[config.mk]
export PLATFORM = sky130hd
export DESIGN_NAME = inst_fetch_responder_flat
export DESIGN_NICKNAME = d
export VERILOG_FILES = /design/src/rtl/inst_fetch_responder_if.sv /design/src/rtl/inst_fetch_responder.sv /design/src/flat_wrapper.sv
export SDC_FILE = /design/constraint.sdc
export NUM_CORES = 1
export LEC_CHECK = 0
export BUFFER_PORTS_ARGS = -buffer_cell sky130_fd_sc_hd__buf_2
export CAP_MARGIN = 20
export CORE_MARGIN = 1.5
export CORE_UTILIZATION = 40
export CTS_CLUSTER_DIAMETER = 120
export DETAILED_ROUTE_END_ITERATION = 12
export PLACE_DENSITY = 0.72
export SYNTH_ARGS = -nofsm -noshare
export SYNTH_HDL_FRONTEND = slang
export SYNTH_SLANG_ARGS = --single-unit
[constraint.sdc]
create_clock -name clk -period 5.2 [get_ports clk]
set_clock_uncertainty 0.2 [all_clocks]
set_input_delay 0.78 -clock clk [delete_from_list [all_inputs] [get_ports clk]]
set_output_delay 0.78 -clock clk [all_outputs]
set_load 0.01 [all_outputs]
[src/rtl/inst_fetch_responder_if.sv]
// Exception_Pkg: fetch exception type shared by the responder and its users.
// inst_fetch_responder_if: fetch request/response handshake plus the instruction
// memory read port of inst_fetch_responder.
//   fetch_req/fetch_addr/fetch_ready : request handshake (core -> responder)
//   flush                            : abort outstanding fetch, invalidate buffer
//   resp_valid/resp_addr/
//   resp_instruction/exception_resp  : one-cycle response pulse (no backpressure)
//   mem_rd_en/mem_addr/mem_rd_data   : synchronous fixed-latency memory read port
// Modports: slave = responder view; master = core-plus-memory environment view.

package Exception_Pkg;

  localparam logic [3:0] ExcCodeMisaligned  = 4'd0;
  localparam logic [3:0] ExcCodeAccessFault = 4'd1;

  typedef struct packed {
    logic       raise;
    logic [3:0] code;
  } exception_t;

endpackage

interface inst_fetch_responder_if #(
  parameter int unsigned DEPTH_WORDS = 2048
) ();

  localparam int unsigned AW = $clog2(DEPTH_WORDS);

  logic                      fetch_req;
  logic [31:0]               fetch_addr;
  logic                      fetch_ready;
  logic                      flush;
  logic                      resp_valid;
  logic [31:0]               resp_addr;
  logic [31:0]               resp_instruction;
  Exception_Pkg::exception_t exception_resp;
  logic                      mem_rd_en;
  logic [AW-1:0]             mem_addr;
  logic [31:0]               mem_rd_data;

  modport slave (
    input  fetch_req,
    input  fetch_addr,
    input  flush,
    input  mem_rd_data,
    output fetch_ready,
    output resp_valid,
    output resp_addr,
    output resp_instruction,
    output exception_resp,
    output mem_rd_en,
    output mem_addr
  );

  // The environment side also owns the memory, so it drives mem_rd_data.
  modport master (
    output fetch_req,
    output fetch_addr,
    output flush,
    output mem_rd_data,
    input  fetch_ready,
    input  resp_valid,
    input  resp_addr,
    input  resp_instruction,
    input  exception_resp,
    input  mem_rd_en,
    input  mem_addr
  );

endinterface

[src/rtl/inst_fetch_responder.sv]
// inst_fetch_responder: instruction-side responder for the fetch stage.
// Checks alignment and range of each fetch address, answers from a single-word
// line buffer on a hit, otherwise reads a fixed-latency synchronous instruction
// memory. Faulting fetches return instruction 0 with an exception.
// Ports:
//   clk    : clock
//   rst_n  : asynchronous active-low reset
//   io_bus : inst_fetch_responder_if.slave (fetch handshake, response, memory port)
// Parameters:
//   ADDR_BASE   : byte address of instruction word 0
//   DEPTH_WORDS : memory depth in 32-bit words (power of two, >= 2)
//   MEM_LATENCY : cycles from mem_rd_en to valid mem_rd_data (1..4)

module inst_fetch_responder #(
  parameter logic [31:0] ADDR_BASE   = 32'h0000_0000,
  parameter int unsigned DEPTH_WORDS = 2048,
  parameter int unsigned MEM_LATENCY = 1
) (
  input logic                  clk,
  input logic                  rst_n,
  inst_fetch_responder_if.slave io_bus
);

  import Exception_Pkg::*;

  localparam int unsigned AW = $clog2(DEPTH_WORDS);
  // Byte span of the memory; 33 bits so the top-of-space case cannot overflow.
  localparam logic [32:0] Span    = 33'(DEPTH_WORDS) << 2;
  localparam logic [2:0]  LatLast = 3'(MEM_LATENCY);

  typedef enum logic [1:0] {StIdle, StRead, StResp} state_e;

  state_e        r_state,      w_state_d;
  logic [31:0]   r_req_addr,   w_req_addr_d;
  logic [2:0]    r_lat_cnt,    w_lat_cnt_d;
  logic          r_mem_rd_en,  w_mem_rd_en_d;
  logic [AW-1:0] r_mem_addr,   w_mem_addr_d;
  logic          r_buf_valid,  w_buf_valid_d;
  logic [31:0]   r_buf_tag,    w_buf_tag_d;
  logic [31:0]   r_buf_data,   w_buf_data_d;
  logic          r_resp_valid, w_resp_valid_d;
  logic [31:0]   r_resp_addr,  w_resp_addr_d;
  logic [31:0]   r_resp_instr, w_resp_instr_d;
  exception_t    r_exc,        w_exc_d;

  logic          w_fetch_ready;
  logic          w_accept;
  logic [32:0]   w_offset;
  logic          w_misaligned;
  logic          w_fault;
  logic          w_hit;
  logic [AW-1:0] w_word_idx;

  assign w_fetch_ready = ((r_state == StIdle) || (r_state == StResp)) && !io_bus.flush;
  assign w_accept      = io_bus.fetch_req && w_fetch_ready;

  // Offset borrow (bit 32) means the address lies below ADDR_BASE.
  assign w_offset     = {1'b0, io_bus.fetch_addr} - {1'b0, ADDR_BASE};
  assign w_misaligned = |io_bus.fetch_addr[1:0];
  assign w_fault      = w_offset[32] || (w_offset >= Span);
  assign w_hit        = r_buf_valid && (r_buf_tag == io_bus.fetch_addr);
  assign w_word_idx   = AW'(w_offset >> 2);

  always_comb begin
    w_state_d      = r_state;
    w_req_addr_d   = r_req_addr;
    w_lat_cnt_d    = r_lat_cnt;
    w_mem_rd_en_d  = 1'b0;
    w_mem_addr_d   = r_mem_addr;
    w_buf_valid_d  = r_buf_valid;
    w_buf_tag_d    = r_buf_tag;
    w_buf_data_d   = r_buf_data;
    w_resp_valid_d = 1'b0;
    w_resp_addr_d  = r_resp_addr;
    w_resp_instr_d = r_resp_instr;
    w_exc_d        = r_exc;

    unique case (r_state)
      StIdle, StResp: begin
        if (w_accept) begin
          if (w_misaligned || w_fault) begin
            w_state_d      = StResp;
            w_resp_valid_d = 1'b1;
            w_resp_addr_d  = io_bus.fetch_addr;
            w_resp_instr_d = '0;
            w_exc_d.raise  = 1'b1;
            w_exc_d.code   = w_misaligned ? ExcCodeMisaligned : ExcCodeAccessFault;
          end else if (w_hit) begin
            w_state_d      = StResp;
            w_resp_valid_d = 1'b1;
            w_resp_addr_d  = io_bus.fetch_addr;
            w_resp_instr_d = r_buf_data;
            w_exc_d        = '0;
          end else begin
            w_state_d     = StRead;
            w_req_addr_d  = io_bus.fetch_addr;
            w_mem_addr_d  = w_word_idx;
            w_mem_rd_en_d = 1'b1;
            w_lat_cnt_d   = '0;
          end
        end else begin
          w_state_d = StIdle;
        end
      end
      StRead: begin
        // Count 0 is the strobe cycle; data is valid once MEM_LATENCY cycles have passed.
        if (r_lat_cnt == LatLast) begin
          w_state_d      = StResp;
          w_lat_cnt_d    = '0;
          w_buf_valid_d  = 1'b1;
          w_buf_tag_d    = r_req_addr;
          w_buf_data_d   = io_bus.mem_rd_data;
          w_resp_valid_d = 1'b1;
          w_resp_addr_d  = r_req_addr;
          w_resp_instr_d = io_bus.mem_rd_data;
          w_exc_d        = '0;
        end else begin
          w_lat_cnt_d = r_lat_cnt + 3'd1;
        end
      end
      default: w_state_d = StIdle;
    endcase

    // Flush wins over everything: drop any read in flight and keep the
    // registered response fields at their last visible values.
    if (io_bus.flush) begin
      w_state_d      = StIdle;
      w_lat_cnt_d    = '0;
      w_mem_rd_en_d  = 1'b0;
      w_buf_valid_d  = 1'b0;
      w_buf_tag_d    = r_buf_tag;
      w_buf_data_d   = r_buf_data;
      w_resp_valid_d = 1'b0;
      w_resp_addr_d  = r_resp_addr;
      w_resp_instr_d = r_resp_instr;
      w_exc_d        = r_exc;
    end
  end

  always_ff @(posedge clk or negedge rst_n) begin
    if (!rst_n) begin
      r_state      <= StIdle;
      r_req_addr   <= '0;
      r_lat_cnt    <= '0;
      r_mem_rd_en  <= 1'b0;
      r_mem_addr   <= '0;
      r_buf_valid  <= 1'b0;
      r_buf_tag    <= '0;
      r_buf_data   <= '0;
      r_resp_valid <= 1'b0;
      r_resp_addr  <= '0;
      r_resp_instr <= '0;
      r_exc        <= '0;
    end else begin
      r_state      <= w_state_d;
      r_req_addr   <= w_req_addr_d;
      r_lat_cnt    <= w_lat_cnt_d;
      r_mem_rd_en  <= w_mem_rd_en_d;
      r_mem_addr   <= w_mem_addr_d;
      r_buf_valid  <= w_buf_valid_d;
      r_buf_tag    <= w_buf_tag_d;
      r_buf_data   <= w_buf_data_d;
      r_resp_valid <= w_resp_valid_d;
      r_resp_addr  <= w_resp_addr_d;
      r_resp_instr <= w_resp_instr_d;
      r_exc        <= w_exc_d;
    end
  end

  assign io_bus.fetch_ready      = w_fetch_ready;
  assign io_bus.resp_valid       = r_resp_valid;
  assign io_bus.resp_addr        = r_resp_addr;
  assign io_bus.resp_instruction = r_resp_instr;
  assign io_bus.exception_resp   = r_exc;
  assign io_bus.mem_rd_en        = r_mem_rd_en;
  assign io_bus.mem_addr         = r_mem_addr;

endmodule
[src/flat_wrapper.sv]
// flat-port wrapper written by rule: the top's interface ports become plain ports
module inst_fetch_responder_flat import Exception_Pkg::*;
#(
  parameter logic [31:0] ADDR_BASE   = 32'h0000_0000,
  parameter int unsigned DEPTH_WORDS = 2048,
  parameter int unsigned MEM_LATENCY = 1
)
  (clk, rst_n, io_bus_fetch_req, io_bus_fetch_addr, io_bus_flush, io_bus_mem_rd_data, io_bus_fetch_ready, io_bus_resp_valid, io_bus_resp_addr, io_bus_resp_instruction, io_bus_exception_resp, io_bus_mem_rd_en, io_bus_mem_addr);
  inst_fetch_responder_if #(.DEPTH_WORDS(DEPTH_WORDS)) io_bus_i ();
  input logic clk;
  input logic rst_n;
  input wire logic [$bits(io_bus_i.fetch_req)-1:0] io_bus_fetch_req;
  input wire logic [$bits(io_bus_i.fetch_addr)-1:0] io_bus_fetch_addr;
  input wire logic [$bits(io_bus_i.flush)-1:0] io_bus_flush;
  input wire logic [$bits(io_bus_i.mem_rd_data)-1:0] io_bus_mem_rd_data;
  output wire logic [$bits(io_bus_i.fetch_ready)-1:0] io_bus_fetch_ready;
  output wire logic [$bits(io_bus_i.resp_valid)-1:0] io_bus_resp_valid;
  output wire logic [$bits(io_bus_i.resp_addr)-1:0] io_bus_resp_addr;
  output wire logic [$bits(io_bus_i.resp_instruction)-1:0] io_bus_resp_instruction;
  output wire logic [$bits(io_bus_i.exception_resp)-1:0] io_bus_exception_resp;
  output wire logic [$bits(io_bus_i.mem_rd_en)-1:0] io_bus_mem_rd_en;
  output wire logic [$bits(io_bus_i.mem_addr)-1:0] io_bus_mem_addr;
  assign io_bus_i.fetch_req = io_bus_fetch_req;
  assign io_bus_i.fetch_addr = io_bus_fetch_addr;
  assign io_bus_i.flush = io_bus_flush;
  assign io_bus_i.mem_rd_data = io_bus_mem_rd_data;
  assign io_bus_fetch_ready = io_bus_i.fetch_ready;
  assign io_bus_resp_valid = io_bus_i.resp_valid;
  assign io_bus_resp_addr = io_bus_i.resp_addr;
  assign io_bus_resp_instruction = io_bus_i.resp_instruction;
  assign io_bus_exception_resp = io_bus_i.exception_resp;
  assign io_bus_mem_rd_en = io_bus_i.mem_rd_en;
  assign io_bus_mem_addr = io_bus_i.mem_addr;
  inst_fetch_responder #(.ADDR_BASE(ADDR_BASE), .DEPTH_WORDS(DEPTH_WORDS), .MEM_LATENCY(MEM_LATENCY)) u_core (.clk(clk), .rst_n(rst_n), .io_bus(io_bus_i));
endmodule
[Word level (Yosys, flattened, before mapping)]
Cells that the tools add are included.
Word-level totals
  flip-flop bits (word level): 184
  bits in latches: 0
  bits in writable memories: 0
  ROM bits: 0
  input port bits: 68
  output and inout port bits: 83
  word-level logic and storage cells: 89
  memories: 0
Operators by class
  add/subtract/negate cells: 1
  multiply operators: 0
  div/mod/pow operators: 0
  magnitude comparators: 1
  equality and inequality tests: 11
  shifts and indexed selects: 0
  muxes and demuxes: 42
  bitwise logic cells: 3
  reductions and logical operators: 18
Operator list (number)
  32-bit 2-to-1 mux: 8
  32-bit case mux with 2 select lines: 2
  32-bit == test: 1
  32-bit by 14-bit >= comparator with 1-bit output (second input constant): 1
  5-bit 2-to-1 mux: 4
  3-bit 2-to-1 mux: 5
  1-bit 2-to-1 mux: 14
  2-bit 2-to-1 mux: 5
  5-bit case mux with 2 select lines: 1
  4-bit AND reduction: 2
  3-bit by 2-bit inequality test with 1-bit output (second input constant): 2
  3-bit inequality test (second input constant): 2
  3-bit case mux with 2 select lines: 1
  2-bit nonzero test: 3
  5-bit AND reduction: 1
  2-bit by 1-bit inequality test with 1-bit output (second input constant): 2
  2-bit case mux with 2 select lines: 1
  2-bit OR reduction: 2
  3-bit by 1-bit adder with 3-bit output (second input constant): 1
  3-bit by 1-bit == test with 1-bit output (second input constant): 1
  1-bit logical AND: 3
  3-bit by 1-bit inequality test with 1-bit output (second input constant): 1
  1-bit NOT: 3
  3-bit AND reduction: 1
  other kinds (8): 9

[Logic depth before layout (Yosys ltp)]
Gate-level depths: netlist (run 1).
  word-level depth: 7
  mapped depth: 8

[Worst setup path after synthesis (run 1)]
OpenSTA, ideal clock, no wires.
  kind: input -> register
  from: in io_bus_fetch_addr[1]
  to: reg u_core.r_resp_addr[19], in the netlist u_core.io_bus.resp_addr[19]
  library setup time: 0.125 ns
  arrival: 2.515 ns
  data required time: 4.875 ns
  path slack: 2.359 ns
  stages: 8
  cells stage by stage: nor2b_1 > a2111o_1 > nor4_2 > nand4_2 > o211ai_2 > buf_6 > buf_12 > mux2_4
On the way
  word-level cells in the longest chain between the ends: 5
  elaborated cells on any way between the ends: 10
  those cells by class: 1 x order compare; 2 x eq/ne; 3 x mux; 4 x reduce/logical
RTL lines
  start, declared: line flat_wrapper.sv:13  | input wire logic [$bits(io_bus_i.fetch_addr)-1:0] io_bus_fetch_addr;
  32-bit by 14-bit >= comparator with 1-bit output / 2-bit OR reduction (equally long branches): line inst_fetch_responder.sv:60, inst_fetch_responder.sv:59
  1-bit logical OR: line inst_fetch_responder.sv:81  | if (w_misaligned || w_fault) begin
  32-bit 2-to-1 mux: line inst_fetch_responder.sv:81
  32-bit 2-to-1 mux: line inst_fetch_responder.sv:80  | if (w_accept) begin
  32-bit case mux with 2 select lines: line inst_fetch_responder.sv:78  | unique case (r_state)
  end signal, assigned: line inst_fetch_responder.sv:164  | r_resp_addr <= w_resp_addr_d;
  end, declared: line inst_fetch_responder.sv:42  | logic [31:0] r_resp_addr, w_resp_addr_d;
Several ways; a longest one is shown, not always the timed one. The select of a mux whose other input is x is not followed.
A chain may end at the register's enable or synchronous reset.

[Worst setup path after layout (run 1)]
  from: in io_bus_fetch_addr[20]
  to: reg u_core.r_mem_addr[9], in the netlist u_core.io_bus.mem_addr[9]
On the way
  word-level cells in the longest chain between the ends: 4
  elaborated cells on any way between the ends: 7
  those cells by class: 1 x order compare; 1 x eq/ne; 2 x bitwise; 3 x reduce/logical
RTL lines
  32-bit by 14-bit >= comparator with 1-bit output / 32-bit == test (equally long branches): line inst_fetch_responder.sv:60, inst_fetch_responder.sv:61
  1-bit logical OR / 1-bit logical AND (equally long branches): line inst_fetch_responder.sv:81, inst_fetch_responder.sv:61
  1-bit NOT (no source line)
  4-bit AND reduction (no source line) (*)
  end signal, assigned: line inst_fetch_responder.sv:159  | r_mem_addr <= w_mem_addr_d;
  end, declared: line inst_fetch_responder.sv:37  | logic [AW-1:0] r_mem_addr, w_mem_addr_d;
Mark *: on every way between the ends. The rest lies on a longest branch, timed or not.

==> summary.md, run 1 <==
| Metric | Value |
|---|---|
| I/O pin count | about 150 |
| Initial antenna violation count | 0 |
| Clk pin slew, worst setup/hold paths | ~0.070 ns |
| Worst-path cell with the longest stage delay | nand3_2 |
| Power, Total | just under 3 mW |
| Post-CTS Setup Inserts | 0 |
| Count of cell types in the netlist | 44 |
| Number of buffers created by CTS | 17 |
| Slew Limit Fails | 0 |
| Setup crit start kind | input port |
| GRT Total Usage | 0.178 |
| CTS tree | done |
| DR iter-0 viols | 175 |
| H-tree levels | 4 |
| Die height | 142 µm |
| Final HPWL DP | approximately 12000 µm |
| Pwr Density | 316 nW/µm² |
| Hold_buf cts | 0 |
| Hold WC Path Type | input port to asynchronous set/reset pin |
| Most frequent cells in the layout | dfrtp_1 (170), buf_2 (146), mux2_2 (120), mux2_4 (49), a22o_1 (32) |
| Avg WL per Cell | between 15 and 20 µm |
| Final setup viols | 0 |
| Final WS setup | between 1.5 and 2 ns |
| Worst skew pair latency | 0.42 ns |
| CP endpoint kind | flip-flop |
| Fraction of layout cells with a size suffix above 1 | 0.532 |
| Post-synthesis cell area | ~7700 µm² |
| Design area | a little over 9000 µm² |
| EDFF count, synth | 0 |
| Worst VDD drop | roughly 0.17 mV |
| Cells after Synth | approximately 540 |
| Worst slack, placed | about 1.4 ns |
| Root Buffer | clkbuf_16 |
| Yosys warnings | 0 |
| Critical Path RT | approximately 5.3 ns |
| Pre-Repair DR Iteration Count | 4 |
| Overflow after GRT | 0 |
| Routability Congestion | 0.820 |
| Starting Density | 0.411 |
| RSZ-0062 raised after global routing | no |
| First-pass GRT wire length | approximately 28000 µm |
| Post-cts resize count | 0 |
| Vias | ~4700 |
| Synth Flop Type | dfrtp_1 |
| Final setup TNS | 0 ns |
| Die ar. | ~20000 µm² |
| Row cnt | 50 |
| Placed Area | about 8600 µm² |
| Mean Syn Cell Area | ~14 µm² |
| Port Buffers | about 150 |
| Post-Route WL | 17200 µm |
| Inserted Diodes | 0 |
| Drt drc | 0 |
| Clock sink total | 170 |
| Worst-margin pin slew | a little over 0.9 ns |
| CP peak stage delay | roughly 0.6 ns |
| Post-layout min period | ~3.4 ns |
| Nets | about 740 |
| Inst Count DP | roughly 910 |
| Final core occ | 0.487 |
| Die Width | 142 µm |
| Antenna Nets Post-Route | 0 |
| Final Non-Filler Cells | 940 |
| Outcome | finished clean |
| Largest net degree at the start of global routing | 80 |
| Tcrit/Tclk final | 0.647 |
| Fmax | between 0.2 and 0.3 GHz |
| Crit-path max FO | 34 |
| Relative slew slack | 0.388 |
| Leakage | about 4.6 nW |
| Most common cell after layout, fill and taps aside | dfrtp_1 |
| Max Cap Viol | 0 |
| Flops & latches, synth | 170 |
| Area of the core | about 19000 µm² |
| Worst hold slack | roughly 0.19 ns |
| Routed vias/inst | around 5 |
| Max Buffers Root-to-Sink | 2 |
| Crit path cell chain | buf_2 -> nor4_1 -> nand4_1 -> or4_4 -> nor2_2 -> nand3_2 -> mux2_2 |
| Worst Setup Path Type | input port to flip-flop |
| Post-synth ARST share | 1.00 |
| Vias in the first global route | approximately 5200 |
| Worst EP arrival | ~3.5 ns |
| Part of the Yosys area used for sequential elements | 0.550 |
| Layout area overhead | 18.5% |
| Final Hold Violating Endpoints | 0 |
-- final timing paths --
| kind | end | slack [ns] | depth (start not counted) | start |
|---|---|---|---|---|
| setup reg to reg | u_core.io_bus.resp_instruction[24] | 2.02 | 7 | u_core.r_buf_tag[5] |
| hold / removal | u_core.r_buf_data[4] | 0.19 | 1 | rst_n |
| max in group asynchronous | u_core.r_buf_data[29] | 3.46 | 2 | rst_n |
| min in group clk | u_core.io_bus.resp_instruction[5] | 0.31 | 1 | u_core.io_bus.resp_instruction[5] |
| hold reg to reg | u_core.io_bus.resp_instruction[5] | 0.31 | 1 | u_core.io_bus.resp_instruction[5] |
| setup / recovery | u_core.io_bus.mem_addr[9] | 1.83 | 7 | io_bus_fetch_addr[20] |
-- synth_stat cells (2+ instances only) --
master / instances / area [µm²]
nor4_1: 5 / 31.3
buf_12: 5 / 100
inv_1: 12 / 45.0
o211ai_1: 2 / 15.0
dfrtp_1: 170 / 4250
o21ai_0: 5 / 25.0
buf_2: 2 / 10.0
nand4_1: 5 / 31.3
buf_4: 14 / 105
nor2b_1: 5 / 31.3
a21oi_1: 3 / 15.0
nand2_1: 7 / 26.3
o221ai_1: 3 / 26.3
xnor2_1: 24 / 210
mux2_2: 120 / 1350
nand3_1: 2 / 10.0
nor3_1: 5 / 25.0
mux2_4: 49 / 736
a22o_1: 32 / 280
nand2b_1: 2 / 12.5
buf_1: 2 / 7.51
and2_1: 21 / 131
clkbuf_1: 18 / 67.6
nor2_1: 2 / 7.51
-- state kept, by name, indices dropped and copies added (netlist names) --
register	cells
u_core.r_buf_valid	1
u_core.r_buf_data	32
u_core.r_lat_cnt	3
u_core.io_bus.resp_instruction	32
u_core.r_buf_tag	32
u_core.io_bus.resp_valid	1
u_core.io_bus.resp_addr	32
u_core.io_bus.exception_resp	2
u_core.io_bus.mem_rd_en	1
u_core.r_state	2
u_core.r_req_addr	22
u_core.io_bus.mem_addr	10
-- cells by family (layout without fill, tap and decap cells) --
logic type / Yosys count / in the layout / share of synthesized area
other: 1 / 3 / 0.000485
XOR/XNOR: 25 / 25 / 0.0283
multiplexers: 169 / 169 / 0.270
buffers and inverters: 54 / 197 / 0.0448
AND/OR/NAND/NOR: 64 / 64 / 0.0513
AO/OA/AOI/OAI: 52 / 52 / 0.0558
flip-flops: 170 / 170 / 0.550
-- layout make-up --
type                       instances  area (µm²)
timing repair buffer             154         795
clock inverter                     9         113
clock buffer                      22         474
inverter                          12        45.0
fill                            1682        9660
multi-input combinational        313        3170
tap                              260         325
sequential                       170        4250
-- critical path: cells and delay by family --
| family | cells | cell delay (ns) |
|---|---|---|
| simple gates | 5 | 2.04 |
| mux | 1 | 0.51 |
| buf+inv | 1 | 0.12 |
-- where the power goes --
| group | switching, mW | internal [mW] |
|---|---|---|
| Combinational | 0.128 | 0.116 |
| Clock | 0.516 | 0.747 |
| Sequential | 0.0247 | 1.37 |
| Total | 0.668 | 2.23 |
-- per-layer routing --
metal	routed length (µm)	global-route usage	up-vias
li1	-	-	2161
met1	7850	0.232	2393
met2	8370	0.295	133
met3	779	0.0441	15
met4	242	0.0526	0
met5	0	0	-
Note: power is estimated with default switching activity, not from simulation.
==> run 2: changes to the inputs <==
Settings changed: ABC_AREA from default to 1, PLACE_DENSITY 0.72 to 0.74.
Clock period 5.2 ns to 3.05 ns, I/O delays scaled along.
==> summary.md, run 2 <==
| Metric | Value |
|---|---|
| Clock power share | 0.433 |
| HP Start | io_bus_mem_rd_data[31] |
| Drt drc | 0 |
| EDFF count, synth | 0 |
| Final setup TNS | 0 ns |
| Overflow after GRT | 0 |
| Pint | between 3 and 4 mW |
| Slew Limit Fails | 0 |
| Tcrit/Tclk final | 0.763 |
| Row cnt | 52 |
| Die height | roughly 150 µm |
| Layout area overhead | 18.3% |
| Mean Syn Cell Area | slightly below 8 µm² |
| Simple-gate share of the synthesized area | 0.256 |
| Reg power frac | 0.473 |
| Vias | roughly 7000 |
| Yosys warnings | 0 |
| Power, Total | between 5 and 6 mW |
| Worst Setup Path Type | flip-flop to flip-flop |
| FF-to-FF Start | u_core.r_state[0] |
| Hold WC Path Type | input port to flip-flop |
| Final Hold Violating Endpoints | 0 |
| Most frequent cells in the layout | nand2_1 (331), dfrtp_1 (170), buf_2 (146), inv_1 (120), nor2_1 (90) |
| Nets | 1240 |
| Routed vias/inst | 4.80 |
| Crit-path max FO | between 50 and 60 |
| Fraction of layout cells with a size suffix above 1 | 0.178 |
| Synth Flop Type | dfrtp_1 |
| Number of buffers created by CTS | 17 |
| Routability Congestion | 0.844 |
| Most common library cells after synthesis | nand2_1 (332), dfrtp_1 (170), inv_1 (120) |
| Max Cap Viol | 0 |
| Setup crit start kind | flip-flop |
| I/O pin count | around 150 |
| Post-synthesis mux area share | 0.00954 |
| Antenna Nets Post-Route | 0 |
| Post-Route WL | just over 20000 µm |
| Combinational Power Share | 0.094 |
| Yosys top cell by area | dfrtp_1 |
| Starting Density | 0.408 |
| Avg WL per Cell | between 10 and 15 µm |
| Largest family of logic cells by synthesized area | simple AND/OR/NAND/NOR gates |
| Worst VDD drop | approximately 0.36 mV |
| H-tree levels | 4 |
| Relative slew slack | 0.366 |
| Worst skew pair latency | roughly 0.42 ns |
| Pwr Density | 517 nW/µm² |
| Count of cell types in the netlist | 30 |
| Count leader, synth | nand2_1 |
| Fill count | ~2000 |
| Post-CTS Setup Inserts | 0 |
| Critical Path RT | around 3.2 ns |
| First-pass GRT wire length | approximately 34000 µm |
| Crit path launch | u_core.r_state[0] |
| P_sw | 1.23 mW |
| Part of the Yosys area used for sequential elements | 0.515 |
| Clock sink total | 170 |
| Largest net degree at the start of global routing | 91 |
| Post-synth ARST share | 1.00 |
| Sw Ratio | 0.243 |
| Synth top area cells | dfrtp_1 (51%), nand2_1 (15%), inv_1 (5.5%), nand3_1 (4.9%), nor2_1 (4.1%) |
| Die Width | ~150 µm |
| CTS tree | done |
| Adder-Cell Fraction of Synth Area | 0 |
| Fmax | ~0.43 GHz |
| Most common cell after layout, fill and taps aside | nand2_1 |
| Post-layout min period | roughly 2.3 ns |
| Vias in the first global route | ~6700 |
| Port Buffers | ~150 |
| Clk pin slew, worst setup/hold paths | 0.06 ns |
| Worst EP arrival | 2.48 ns |
| Final HPWL DP | around 14000 µm |
| Xor and xnor area share after synthesis | 0.0159 |
| Outcome | finished clean |
| Flops & latches, synth | 170 |
| DR iter-0 viols | 321 |
| Area of the core | between 20000 and 25000 µm² |
| Final setup viols | 0 |
| Post-synthesis cell area | around 8300 µm² |
| Worst-margin pin slew | around 0.95 ns |
| Pre-Repair DR Iteration Count | 5 |
| Die ar. | approximately 22000 µm² |
| RSZ-0062 raised after global routing | no |
| Synth Area in Compound Gates | 0.0993 |
| Leakage | around 5.5 nW |
| Root Buffer | clkbuf_16 |
| Max Buffers Root-to-Sink | 2 |
| Initial antenna violation count | 1 |
| GRT Total Usage | 0.197 |
| CP endpoint kind | flip-flop |
| Cells after Synth | approximately 1100 |
| Post-synth top area share | 0.515 |
-- run 2: cell count changes in the layout (fill, tap and decap cells not counted), moves of 50 or more --
cell     change
a21oi_1     +52
nand3_1     +78
inv_1      +108
mux2_2     -113
nor2_1      +89
o21ai_0     +50
nand2_1    +324
-- run 2: power groups by stage --
stage	Clock [mW]	Combinational (mW)	Sequential, mW
global placement	0	0.472	2.43
CTS	2.24	0.482	2.39
floorplan	0	0.193	2.46
global route	2.33	0.534	2.40
finish	2.19	0.473	2.39
detailed placement	0	0.481	2.43
-- run 2: cell type report --
type	count	area, µm²	share of cell area
antenna	1	2.50	0.000256
clock buffer	24	502	0.0513
multi-input combinational	692	3190	0.326
clock inverter	6	86.3	0.00883
tap	270	338	0.0346
inverter	126	473	0.0484
timing repair buffer	165	930	0.0951
sequential	170	4250	0.435
-- run 2: logic make-up after synthesis --
family,Yosys count
and+or+nand+nor,521
buffers and inverters,195
DFF,170
AOI/OAI and AO/OA,146
xor gates and xnor gates,15
muxes,7
other,1
-- run 2: timing repair --
item	in CTS	in global routing
hold buffers	1	0
endpoints found under the setup margin	0	0
gates resized for setup	0	0
endpoints found under the hold margin	64	0
-- run 2: worst paths after layout --
check,to,slack [ns],cells after the start
max in group asynchronous,u_core.r_buf_data[14],1.45,3
max reg2reg,u_core.io_bus.resp_instruction[17],0.72,8
max,u_core.io_bus.resp_instruction[17],0.72,8
min,u_core.r_buf_data[31],0.1,3
min in group asynchronous,u_core.io_bus.resp_instruction[10],0.41,2
min reg2reg,u_core.io_bus.resp_instruction[6],0.26,2
-- run 2: routing by layer --
metal | global-route usage | vias up | part of all wire
met5 | 0 | - | 0
met4 | 0.0737 | 0 | 0.015
met3 | 0.0332 | 26 | 0.042
met2 | 0.320 | 161 | 0.48
met1 | 0.265 | 3271 | 0.47
li1 | - | 3522 | -
-- run 2: metrics by stage --
step	setup slack (ns)	hold WS, ns	utilization	cell area, µm²	std cells
after floorplan	1.15	-0.0381	-	8270	1057
after global placement	0.480	0.251	0.453	9170	1422
after detailed placement	0.481	0.253	0.453	9170	1422
after CTS	0.698	0.0712	0.483	9770	1453
after global routing	0.507	0.0936	0.483	9770	1454
final	0.722	0.0995	0.483	9770	1454
-- run 2: critical path: stages, from the launching register on --
cell     delay [ns]
dfrtp_1        0.44
inv_1          0.11
nor2_4         0.17
buf_4          0.41
a22oi_1        0.19
nand4_4        0.26
buf_12         0.30
nand2_1        0.10
nand2_1        0.06
==> run 3: changes to the inputs <==
Settings changed: ABC_AREA 1 to 0.
Clock period 3.05 ns to 2.1 ns, I/O delays scaled along.
==> summary.md, run 3 (synthesis results as in run 1) <==
| Metric | Value |
|---|---|
| Outcome | finished, violations left |
| Failing checks | setup timing |
| WP buf/inv | 2 |
| I/O pin count | approximately 150 |
| Worst-path cell with the longest stage delay | dfrtp_1 |
| Final setup TNS | -36.24 ns |
| Critical Path RT | approximately 2.2 ns |
| Pwr Density | approximately 700 nW/µm² |
| Inserted Diodes | 0 |
| Most frequent cells in the layout | dfrtp_1 (170), buf_2 (146), mux2_2 (104), mux2_4 (65), dlygate4sd3_1 (43) |
| Worst-margin pin slew | about 0.5 ns |
| Leakage | 5.24 nW |
| Max Cap Viol | 0 |
| Final HPWL DP | 11900 µm |
| Avg WL per Cell | around 18 µm |
| Slew Limit Fails | 0 |
| Crit-path max FO | 6 |
| GRT Total Usage | 0.189 |
| Hold Path End | u_core.io_bus.mem_addr[3] |
| Clk pin slew, worst setup/hold paths | around 0.060 ns |
| Hold Crit Depth | 2 |
| Final setup viols | between 100 and 150 |
| Antenna Nets Post-Route | 0 |
| HP Start | io_bus_fetch_addr[5] |
| Row cnt | 50 |
| Final Hold Violating Endpoints | 0 |
| Most common cell after layout, fill and taps aside | dfrtp_1 |
| RSZ-0062 raised after global routing | yes |
| R2r setup slk | -0.41 ns |
| Starting Density | 0.411 |
| Clock sink total | between 150 and 200 |
| Max Buffers Root-to-Sink | 2 |
| Worst Reg-to-Reg Cells | 8 |
| Worst slack, placed | -0.872 ns |
| Hold WC Path Type | input port to flip-flop |
| Inst Count DP | 947 |
| Area of the core | ~19000 µm² |
| Vias | roughly 5000 |
| Fmax | between 0.3 and 0.4 GHz |
| Initial antenna violation count | 1 |
| CTS tree | done |
| Reg-to-reg endpoint | u_core.io_bus.resp_instruction[8] |
| Pre-Repair DR Iteration Count | 6 |
| DR iter-0 viols | roughly 200 |
| Die ar. | approximately 20000 µm² |
| Routed vias/inst | between 4 and 5 |
| First-pass GRT wire length | 29100 µm |
| FF-to-FF Start | u_core.r_buf_tag[0] |
| Relative slew slack | 0.667 |
| Root Buffer | clkbuf_16 |
| Setup crit start kind | flip-flop |
| Die height | ~140 µm |
| H-tree levels | 4 |
| Fraction of layout cells with a size suffix above 1 | 0.551 |
| Nets | between 800 and 900 |
| CP peak stage delay | approximately 0.40 ns |
| WP depth | 8 |
| Worst hold slack | between 0.02 and 0.025 ns |
| Port Buffers | roughly 150 |
| Number of buffers created by CTS | 17 |
| Post-Route WL | 19100 µm |
| Post-layout min period | 2.51 ns |
| Largest net degree at the start of global routing | just over 50 |
| Die Width | 142 µm |
| Final WS setup | -0.414 ns |
| Final Non-Filler Cells | between 1000 and 1500 |
| CP endpoint kind | flip-flop |
| Worst VDD drop | around 0.55 mV |
| Tcrit/Tclk final | 1.20 |
| Drt drc | 0 |
| Cell family with the largest share of critical-path delay | simple AND/OR/NAND/NOR gates |
| Layout area overhead | 35.7% |
| Crit path cell chain | xnor2_2 -> o2111ai_2 -> nor4_2 -> nand4_2 -> o211ai_4 -> buf_6 -> clkbuf_16 -> mux2_4 |
| Routability Congestion | about 0.80 |
| Worst Setup Path Type | flip-flop to flip-flop |
| Fill count | ~1500 |
| Worst skew pair latency | slightly above 0.4 ns |
| Overflow after GRT | 0 |
| Worst EP arrival | roughly 2.6 ns |
| Vias in the first global route | approximately 5300 |
-- run 3: cell types whose count changed in the layout (fill, tap and decap cells not counted), sizes merged, moves of 42 or more --
cell,delta
nand2,-325
mux2,+162
inv,-112
nor2,-88
nand3,-78
a21oi,-52
o21ai,-49
buf,+42
dlygate4sd3,+42
-- run 3: cell type report --
class	count	area [µm²]	share of cell area
flip-flops and latches	170	4250	0.405
multi-input cells	313	3310	0.316
repair buffers	253	1980	0.188
clock buffers	24	502	0.0478
well taps	260	325	0.0310
clock inverters	6	86.3	0.00822
inverters	12	45.0	0.00429
-- run 3: worst max-delay path by stage --
stage | slack (ns) | end | startpoint
floorplan | -0.28 | u_core.io_bus.resp_addr[19] | u_core.r_buf_tag[20]
global placement | -0.79 | u_core.io_bus.resp_addr[24] | io_bus_fetch_addr[13]
detailed placement | -0.87 | u_core.io_bus.resp_addr[22] | io_bus_fetch_addr[13]
CTS | -0.41 | u_core.io_bus.resp_instruction[15] | u_core.r_buf_tag[0]
global route | -0.49 | u_core.io_bus.resp_instruction[16] | u_core.r_buf_tag[0]
finish | -0.41 | u_core.io_bus.resp_instruction[8] | u_core.r_buf_tag[0]
-- run 3: routing by layer --
| layer | GRT usage | part of all wire | vias to the layer above |
|---|---|---|---|
| met5 | 0 | 0 | - |
| met4 | 0.0477 | 0.013 | 0 |
| met3 | 0.0518 | 0.055 | 12 |
| met2 | 0.321 | 0.50 | 139 |
| met1 | 0.239 | 0.44 | 2601 |
| li1 | - | - | 2369 |
-- run 3: repair_timing --
| item | 4_1_cts | 5_1_grt |
|---|---|---|
| cloned | 4 | 5 |
| endpoints found under the setup margin | 102 | 105 |
| buffers inserted | 7 | 3 |
| hold endpoints to repair | 89 | 0 |
| resized for setup | 31 | 10 |
| pin swaps | 2 | 1 |
| hold buffers | 43 | 0 |
-- run 3: per-stage QoR --
step	utilization	cell area, µm²	power, mW
2_1_floorplan	-	7750	3.81
3_3_place_gp	0.478	9010	4.16
3_5_place_dp	0.478	9010	4.17
4_1_cts	0.549	10300	7.44
5_1_grt	0.558	10500	7.66
6_report	0.558	10500	7.39
-- run 3: report_power, final --
group / internal (mW) / leakage (nW) / switching, mW
logic: 0.452 / 2.66 / 0.369
clock network: 1.90 / 0.289 / 1.22
registers: 3.38 / 2.29 / 0.0674
total: 5.73 / 5.24 / 1.66
